--- src/rtl/apb_cfg_master_pkg.sv ---
// apb_cfg_master_pkg: register-bus defines, command op and FSM state encodings shared by apb_cfg_master.
`ifndef REG_ADDRWIDTH
`define REG_ADDRWIDTH 8
`endif
`ifndef REG_DATAWIDTH
`define REG_DATAWIDTH 32
`endif
`ifndef REG_ADDR_START
`define REG_ADDR_START 8'h00
`endif
`ifndef REG_ADDR_ENABLES
`define REG_ADDR_ENABLES 8'h04
`endif
`ifndef REG_ADDR_BATCH
`define REG_ADDR_BATCH 8'h08
`endif

package apb_cfg_master_pkg;
    localparam logic [1:0] OP_WRITE = 2'b00;
    localparam logic [1:0] OP_READ  = 2'b01;
    localparam logic [1:0] OP_POLL  = 2'b10;

    localparam logic [2:0] ST_IDLE   = 3'd0;
    localparam logic [2:0] ST_SETUP  = 3'd1;
    localparam logic [2:0] ST_ACCESS = 3'd2;
    localparam logic [2:0] ST_GAP    = 3'd3;
    localparam logic [2:0] ST_RESP   = 3'd4;

    localparam int CMD_W = 2 + `REG_ADDRWIDTH + `REG_DATAWIDTH;
endpackage

--- src/rtl/apb_cfg_master_cmd_fifo.sv ---
// apb_cfg_master_cmd_fifo: synchronous command FIFO with full/empty flags.
module apb_cfg_master_cmd_fifo #(
    parameter int WIDTH = 42,
    parameter int DEPTH = 4
) (
    input  logic             clk,
    input  logic             reset,
    input  logic             push,
    input  logic             pop,
    input  logic [WIDTH-1:0] wdata,
    output logic [WIDTH-1:0] rdata,
    output logic             full,
    output logic             empty
);
    localparam int AW = $clog2(DEPTH);

    logic [WIDTH-1:0] mem [DEPTH];
    logic [AW:0] wptr, rptr;

    assign empty = wptr == rptr;
    assign full  = (wptr[AW] != rptr[AW]) && (wptr[AW-1:0] == rptr[AW-1:0]);
    assign rdata = mem[rptr[AW-1:0]];

    always_ff @(posedge clk) begin
        if (reset) begin
            wptr <= '0;
            rptr <= '0;
            for (int i = 0; i < DEPTH; i++) mem[i] <= '0;
        end else begin
            if (push && !full) begin
                mem[wptr[AW-1:0]] <= wdata;
                wptr <= wptr + 1'b1;
            end
            if (pop && !empty) rptr <= rptr + 1'b1;
        end
    end
endmodule

--- src/rtl/apb_cfg_master.sv ---
// apb_cfg_master: queued write/read/poll commands to APB transactions.
// Optional APB_TIMEOUT_EN aborts an ACCESS phase after TIMEOUT_CYCLES without PREADY.
module apb_cfg_master
    import apb_cfg_master_pkg::*;
#(
    parameter int CMD_DEPTH      = 4,
    parameter int POLL_GAP       = 8,
    parameter int POLL_BIT       = 31,
    parameter int TIMEOUT_CYCLES = 64
) (
    input  logic                      clk,
    input  logic                      reset,
    input  logic                      cmd_valid,
    output logic                      cmd_ready,
    input  logic [1:0]                cmd_op,
    input  logic [`REG_ADDRWIDTH-1:0] cmd_addr,
    input  logic [`REG_DATAWIDTH-1:0] cmd_wdata,
    output logic                      rsp_valid,
    output logic [`REG_DATAWIDTH-1:0] rsp_rdata,
    output logic                      rsp_error,
    output logic                      busy,
    output logic [15:0]               poll_count,
    output logic [`REG_ADDRWIDTH-1:0] PADDR,
    output logic                      PWRITE,
    output logic                      PSEL,
    output logic                      PENABLE,
    output logic [`REG_DATAWIDTH-1:0] PWDATA,
    input  logic [`REG_DATAWIDTH-1:0] PRDATA,
    input  logic                      PREADY
);
    // One counter serves both the poll gap and the access timeout; they never overlap.
    localparam int CMAX = POLL_GAP > TIMEOUT_CYCLES ? POLL_GAP : TIMEOUT_CYCLES;
    localparam int CW   = $clog2(CMAX + 1);

    logic [2:0] state;
    logic [1:0] op;
    logic [CW-1:0] cnt;
    logic full, empty;
    logic [1:0] f_op;
    logic [`REG_ADDRWIDTH-1:0] f_addr;
    logic [`REG_DATAWIDTH-1:0] f_wdata;

    apb_cfg_master_cmd_fifo #(.WIDTH(CMD_W), .DEPTH(CMD_DEPTH)) u_cmd_fifo (
        .clk   (clk),
        .reset (reset),
        .push  (cmd_valid),
        .pop   (state == ST_IDLE),
        .wdata ({cmd_op, cmd_addr, cmd_wdata}),
        .rdata ({f_op, f_addr, f_wdata}),
        .full  (full),
        .empty (empty)
    );

    assign cmd_ready = !full;
    assign busy      = !empty || state != ST_IDLE;
    assign rsp_valid = state == ST_RESP;

`ifdef APB_TIMEOUT_EN
    logic err;
    assign rsp_error = err;
`else
    assign rsp_error = 1'b0;
`endif

    always_ff @(posedge clk) begin
        if (reset) begin
            state      <= ST_IDLE;
            op         <= OP_WRITE;
            cnt        <= '0;
            PADDR      <= '0;
            PWRITE     <= 1'b0;
            PSEL       <= 1'b0;
            PENABLE    <= 1'b0;
            PWDATA     <= '0;
            rsp_rdata  <= '0;
            poll_count <= '0;
`ifdef APB_TIMEOUT_EN
            err        <= 1'b0;
`endif
        end else begin
            case (state)
                ST_IDLE: if (!empty) begin
                    op     <= f_op;
                    PADDR  <= f_addr;
                    PWDATA <= f_wdata;
                    PWRITE <= f_op == OP_WRITE;
                    PSEL   <= 1'b1;
                    state  <= ST_SETUP;
                    if (f_op == OP_POLL) poll_count <= 16'd1;
`ifdef APB_TIMEOUT_EN
                    err    <= 1'b0;
`endif
                end
                ST_SETUP: begin
                    PENABLE <= 1'b1;
                    cnt     <= '0;
                    state   <= ST_ACCESS;
                end
                ST_ACCESS: if (PREADY) begin
                    PSEL      <= 1'b0;
                    PENABLE   <= 1'b0;
                    cnt       <= '0;
                    rsp_rdata <= PWRITE ? '0 : PRDATA;
                    state     <= (op == OP_POLL && !PRDATA[POLL_BIT]) ? ST_GAP : ST_RESP;
                end
`ifdef APB_TIMEOUT_EN
                else if (cnt == CW'(TIMEOUT_CYCLES - 1)) begin
                    PSEL      <= 1'b0;
                    PENABLE   <= 1'b0;
                    rsp_rdata <= '0;
                    err       <= 1'b1;
                    state     <= ST_RESP;
                end else cnt <= cnt + 1'b1;
`endif
                ST_GAP: if (cnt == CW'(POLL_GAP - 1)) begin
                    PSEL  <= 1'b1;
                    state <= ST_SETUP;
                    if (poll_count != 16'hFFFF) poll_count <= poll_count + 16'd1;
                end else cnt <= cnt + 1'b1;
                default: state <= ST_IDLE;
            endcase
        end
    end
endmodule
--- config.mk ---
export PLATFORM = sky130hd
export DESIGN_NAME = apb_cfg_master
export DESIGN_NICKNAME = d
export VERILOG_FILES = /design/src/rtl/apb_cfg_master_pkg.sv /design/src/rtl/apb_cfg_master_cmd_fifo.sv /design/src/rtl/apb_cfg_master.sv
export SDC_FILE = /design/constraint.sdc
export NUM_CORES = 1
export LEC_CHECK = 0
export ABC_AREA = 1
export CAP_MARGIN = 5
export CORE_ASPECT_RATIO = 1.5
export CORE_MARGIN = 2
export CORE_UTILIZATION = 55
export CTS_CLUSTER_DIAMETER = 100
export DETAILED_ROUTE_END_ITERATION = 10
export MAX_ROUTING_LAYER = met4
export PLACE_DENSITY = 0.81
export SYNTH_ARGS = -nofsm -noshare
export SYNTH_HDL_FRONTEND = slang
export SYNTH_SLANG_ARGS = --single-unit
--- constraint.sdc ---
create_clock -name clk -period 9.77 [get_ports clk]
set_input_delay 1.954 -clock clk [delete_from_list [all_inputs] [get_ports clk]]
set_output_delay 1.954 -clock clk [all_outputs]
set_load 0.02 [all_outputs]
==> results of run 1 <==
-- cell families after synthesis --
logic type | share of synthesized area, %
AOI/OAI and AO/OA | 10.5
xor gates and xnor gates | 0.519
adders and majority gates | 0.424
buffers and inverters | 6.02
DFF | 61.5
other | 0.0317
and+or+nand+nor | 20.9
-- area by class of cell --
cell class,count,area (um2),area share (%)
Sequential cell,279,7270,50.4
Multi-Input combinational cell,855,3860,26.8
Timing Repair Buffer,178,1760,12.2
Clock buffer,31,711,4.93
Tap cell,268,335,2.32
Inverter,87,328,2.27
Clock inverter,17,166,1.15
-- power breakdown --
part	leakage [nW]	internal, W	switching, W
combinational	2.43	0.000344	0.000646
sequential	2.65	0.00140	0.0000890
clock	0.427	0.000600	0.000436
-- through the flow --
step	utilization, %	cell area [um2]	total power [W]
final	68.5	14400	0.00351
after global routing	68.5	14400	0.00369
after CTS	68.5	14400	0.00352
after detailed placement	64.3	13600	0.00250
after global placement	64.3	13600	0.00247
after floorplan	-	11800	0.00215
-- cell usage after synthesis, drive strengths merged --
master,n,area (um2)
nor2,370,1400
edfxtp,168,5040
nand2,146,581
o21ai,132,661
dfxtp,111,2220
inv,84,315
nand3,72,370
a21oi,62,310
clkbuf,43,161
a31oi,40,250
buf,35,223
nand4,7,56.3
nor3,5,25.0
xor2,5,43.8
ha,4,50.1
and3,3,18.8
clkinv,3,11.3
a31o,2,17.5
nor3b,2,15.0
xnor2,2,17.5
conb,1,3.75
nand3b,1,7.51
o31ai,1,7.51
-- flip-flops by register name, summed over array words and instances, names as in the netlist, named ones only --
signal	cells
state	3
PADDR	8
u_cmd_fifo.mem	168
rsp_rdata	32
PWRITE	1
u_cmd_fifo.wptr	3
poll_count	16
PSEL	1
PWDATA	32
cnt	7
op	2
PENABLE	1
u_cmd_fifo.rptr	3
-- worst max-delay path: stages --
cell and delay [ns]:
buf_2 0.41, inv_2 0.12, buf_4 0.58, nand2_4 0.51, nor2_4 0.30, nand2_4 0.34
nand2_2 0.92
-- worst min path at each step --
stage                  startpoint       endpoint  slack [ns]  cells past startpoint
floorplan                   op[1]          op[1]        0.44                      2
global placement             PSEL           PSEL        0.44                      2
detailed placement           PSEL           PSEL        0.45                      2
CTS                  rsp_rdata[4]   rsp_rdata[4]        0.46                      2
global route         rsp_rdata[4]   rsp_rdata[4]        0.47                      2
finish              rsp_rdata[11]  rsp_rdata[11]        0.46                      2
-- per-layer routing --
metal | vias up | GRT usage [%]
li1 | 4583 | -
met3 | 74 | 3.82
met2 | 360 | 44.3
met4 | 0 | 9.91
met5 | - | -
met1 | 4459 | 27.3
==> results.toml, run 1 <==
[pwr]
peakVddDrop_uv = 160
pwr_density_cell_nw_per_um2 = 243
p_leak_nw = 5.51

[clock_tree]
cts_hold_buf = 0
post_cts_resized = 0
clock_sinks = 279
root_buffer = "clkbuf_16"
worstSkewPairLatency_ns = 0.53
cts_tree = "built"
cts_setup_buffers = 0
cts_made_buffers = 26
htree_levels = 1
path_clk_slew_ns = 0.06
clock_tree.buffer_depth = 3

[global_routing]
overflow = 0
grt_pass1_vias = 9242
grt_pass1_wl_mm = 43.4
grt_usage_pct = 24.8
antenna_found_initial = 0
grt_start_max_net_pins = 86

[routing]
vias = 9476
via_per_inst = 5.53
drt-total-wl_mm = 27.9
wl_met3_mm = 1.99
first_iter_violations = 853
top_layer_used = "met4"
drt_pass1_iterations = 5
antenna_left = 0
routed-wl-met2_mm = 14.9
wl_met1_mm = 10.3
routedWlPerCell_um = 16.2
drc_errors = 0

[critical_path]
r2r_cells = 10
reg2reg_to = "u_cmd_fifo.mem[1][20]"
crit_start = "reset"
r2r_setup_slack_ns = 6.30
endpoint_kind = "flip-flop"
crit_end = "u_cmd_fifo.mem[1][20]"
r2r_start = "u_cmd_fifo.wptr[0]"
critPathKind = "in -> reg"
path_max_fanout = 63
start_kind = "input port"
worstPathRequired_ns = 9.91
arrival_ns = 5.19

[final_layout]
final_nets = 1509
final_common_cell = "nor2_1"
area_delta_synth_final_pct = 22.1
stdcell_count = 1715
fill_cells = 1583
diodes = 0
final_cell_mix = "366 x nor2_1, 170 x clkdlybuf4s50_1, 168 x edfxtp_1, 136 x nand2_1, 132 x o21ai_0"
drive_gt1_share_pct = 5.53

[min_path]
hold_class = "reg -> reg"

[yosys]
avgSynthCellArea_um2 = 9.09
synthCells = 1299
yosysWarnings = 0
synth_nets = 1381
ys_seq_elements = 279
synth_area_um2 = 11800
ys_types = 33
seq_area_frac_synth_pct = 61.5

[die]
rows = 65
start_util_pct = 56.1
ios = 173
die_h_um = 184
die_w_um = 124
die_area_um2 = 22700
coreArea_um2 = 21100

[sta]
final.setup.worst_slack_ns = 4.72
rsz0062_at_grt = "false"
report.final.slew_viol_count = 0
fin_crit_sh_pct = 51.7
fin_crit_ns = 5.05
relSlewSlack_pct = 24.5
tightest_slew_ns = 1.13
setup_viol = 0
whs_ns = 0.463
fin_tns_setup_ns = 0
fmax_mhz = 198
hold_violations = 0
fin_skew_ns = 0.0131

[placement]
gp_congestion = 0.834
dp_hpwl_mm = 16.7
portBuffers = 171
pre_cts_slack_ns = 4.20
dp_cells = 1667

[job]
maxCapViolCount = 0

[outcome]
status = "complete, no violations"
(Power assumes the default switching activity.)
==> run 2, diff against run 1 <==
CORE_UTILIZATION = 54   (was 55)
PLACE_DENSITY = 0.79   (was 0.81)
clock period = 5.05 ns   (was 9.77 ns; I/O delays follow)
==> results.toml, run 2 (same netlist as run 1, synthesis figures left out) <==
[final_layout]
fill_cells = 1686
diodes = 0
largest-register = "u_cmd_fifo.mem"
fin_area_um2 = 14300
reg_top3 = "u_cmd_fifo.mem x168, PWDATA x32, rsp_rdata x32"
final_cell_mix = "366 x nor2_1, 170 x clkdlybuf4s50_1, 168 x edfxtp_1, 136 x nand2_1, 132 x o21ai_0"
final_nets = 1510
largest_register_ffs = 168
drive_gt1_share_pct = 5.18
final_common_cell = "nor2_1"
area_delta_synth_final_pct = 21.5

[sta]
tightest_slew_ns = 1.17
fin_crit_sh_pct = 69.2
hold_violations = 0
fmax_mhz = 286
setup_viol = 0
relSlewSlack_pct = 21.8
rsz0062_at_grt = "false"
fin_skew_ns = 0.0298
fin_crit_ns = 3.50
fin_tns_setup_ns = 0
report.final.slew_viol_count = 0

[clock_tree]
cts_made_buffers = 25
clock_tree.buffer_depth = 3
clock_sinks = 279
root_buffer = "clkbuf_16"
worstSkewPairLatency_ns = 0.54
post_cts_resized = 0
path_clk_slew_ns = 0.06
htree_levels = 1
cts_tree = "built"
cts_hold_buf = 0
cts_setup_buffers = 0

[die]
die_w_um = 125
start_util_pct = 54.8
coreArea_um2 = 21600
die_h_um = 185
die_area_um2 = 23100
rows = 66
ios = 173

[critical_path]
r2r_setup_slack_ns = 1.65
worstPathRequired_ns = 5.18
endpoint_kind = "flip-flop"
reg2reg_to = "u_cmd_fifo.mem[1][19]"
crit_start = "cmd_valid"
start_kind = "input port"
r2r_cells = 10
crit_end = "u_cmd_fifo.mem[1][19]"
critPathKind = "in -> reg"
path_max_fanout = 43
r2r_start = "u_cmd_fifo.wptr[0]"
arrival_ns = 3.63

[pwr]
pwr_density_cell_nw_per_um2 = 464
peakVddDrop_uv = 379
p_leak_nw = 5.47

[routing]
drt_pass1_iterations = 5
drc_errors = 0
first_iter_violations = 735
antenna_left = 0
routedWlPerCell_um = 16.3
via_per_inst = 5.55
vias = 9548
drt-total-wl_mm = 28.1

[global_routing]
overflow = 0
grt_start_max_net_pins = 63
antenna_found_initial = 0
grt_usage_pct = 24.3
grt_pass1_wl_mm = 44.5
grt_pass1_vias = 9122

[placement]
dp_hpwl_mm = 17.1
placed_area_um2 = 13600
gp_congestion = 0.863
portBuffers = 171

[min_path]
hold_class = "reg -> reg"

[outcome]
status = "complete, no violations"

[job]
maxCapViolCount = 0
==> run 2: changes by cell type in the layout (fill, tap and decap cells not counted), sizes merged <==
cell      before  now
clkinv        13    8
clkbuf        31   34
inv           85   88
buf            8   10
bufinv         3    1
clkinvlp       3    2
==> run 2: power breakdown <==
part	internal, W	switching, W	leakage (nW)
clock network	0.00101	0.000832	0.374
registers	0.00270	0.000195	2.65
logic	0.000669	0.00126	2.44
total	0.00437	0.00228	5.47
==> run 2: per-layer routing <==
layer | GRT usage (%) | up-vias | wire length [um]
met4 | 8.58 | 0 | 769
met3 | 3.06 | 57 | 1640
met1 | 27.0 | 4560 | 10600
met5 | - | - | 0
li1 | - | 4586 | -
met2 | 45.0 | 345 | 15100
==> run 2: area by class of cell <==
class | count | area (um2) | area share (%)
repair buffers | 180 | 1770 | 12.4
well taps | 272 | 340 | 2.37
clock buffers | 34 | 681 | 4.74
clock inverters | 12 | 97.6 | 0.680
flip-flops and latches | 279 | 7270 | 50.7
multi-input cells | 855 | 3860 | 26.9
inverters | 87 | 327 | 2.28
==> run 2: critical path, cell delays in order <==
cell and delay (ns):
clkdlybuf4s50_1 0.49, nand2_2 0.10, inv_2 0.13, nand2_4 0.34, nor2_4 0.28, nand2_4 0.33
nand2_2 0.91
==> run 2: worst min-delay path by stage <==
stage / start / endpoint / cells after the start / slack [ns]
2_1_floorplan: op[1] / op[1] / 2 / 0.44
3_3_place_gp: PSEL / PSEL / 2 / 0.44
3_5_place_dp: PSEL / PSEL / 2 / 0.44
4_1_cts: PSEL / PSEL / 2 / 0.45
5_1_grt: rsp_rdata[21] / rsp_rdata[21] / 2 / 0.48
6_report: PSEL / PSEL / 2 / 0.45
==> run 2: per-stage QoR <==
| stage | utilization, % | cells | setup WS, ns | hold slack (ns) | power [W] |
|---|---|---|---|---|---|
| 2_1_floorplan | - | 1299 | 0.316 | 0.441 | 0.00416 |
| 3_3_place_gp | 63.0 | 1673 | 1.15 | 0.440 | 0.00479 |
| 3_5_place_dp | 63.0 | 1673 | 1.06 | 0.444 | 0.00485 |
| 4_1_cts | 66.6 | 1719 | 1.58 | 0.454 | 0.00667 |
| 5_1_grt | 66.6 | 1719 | 1.40 | 0.481 | 0.00699 |
| 6_report | 66.6 | 1719 | 1.55 | 0.454 | 0.00666 |
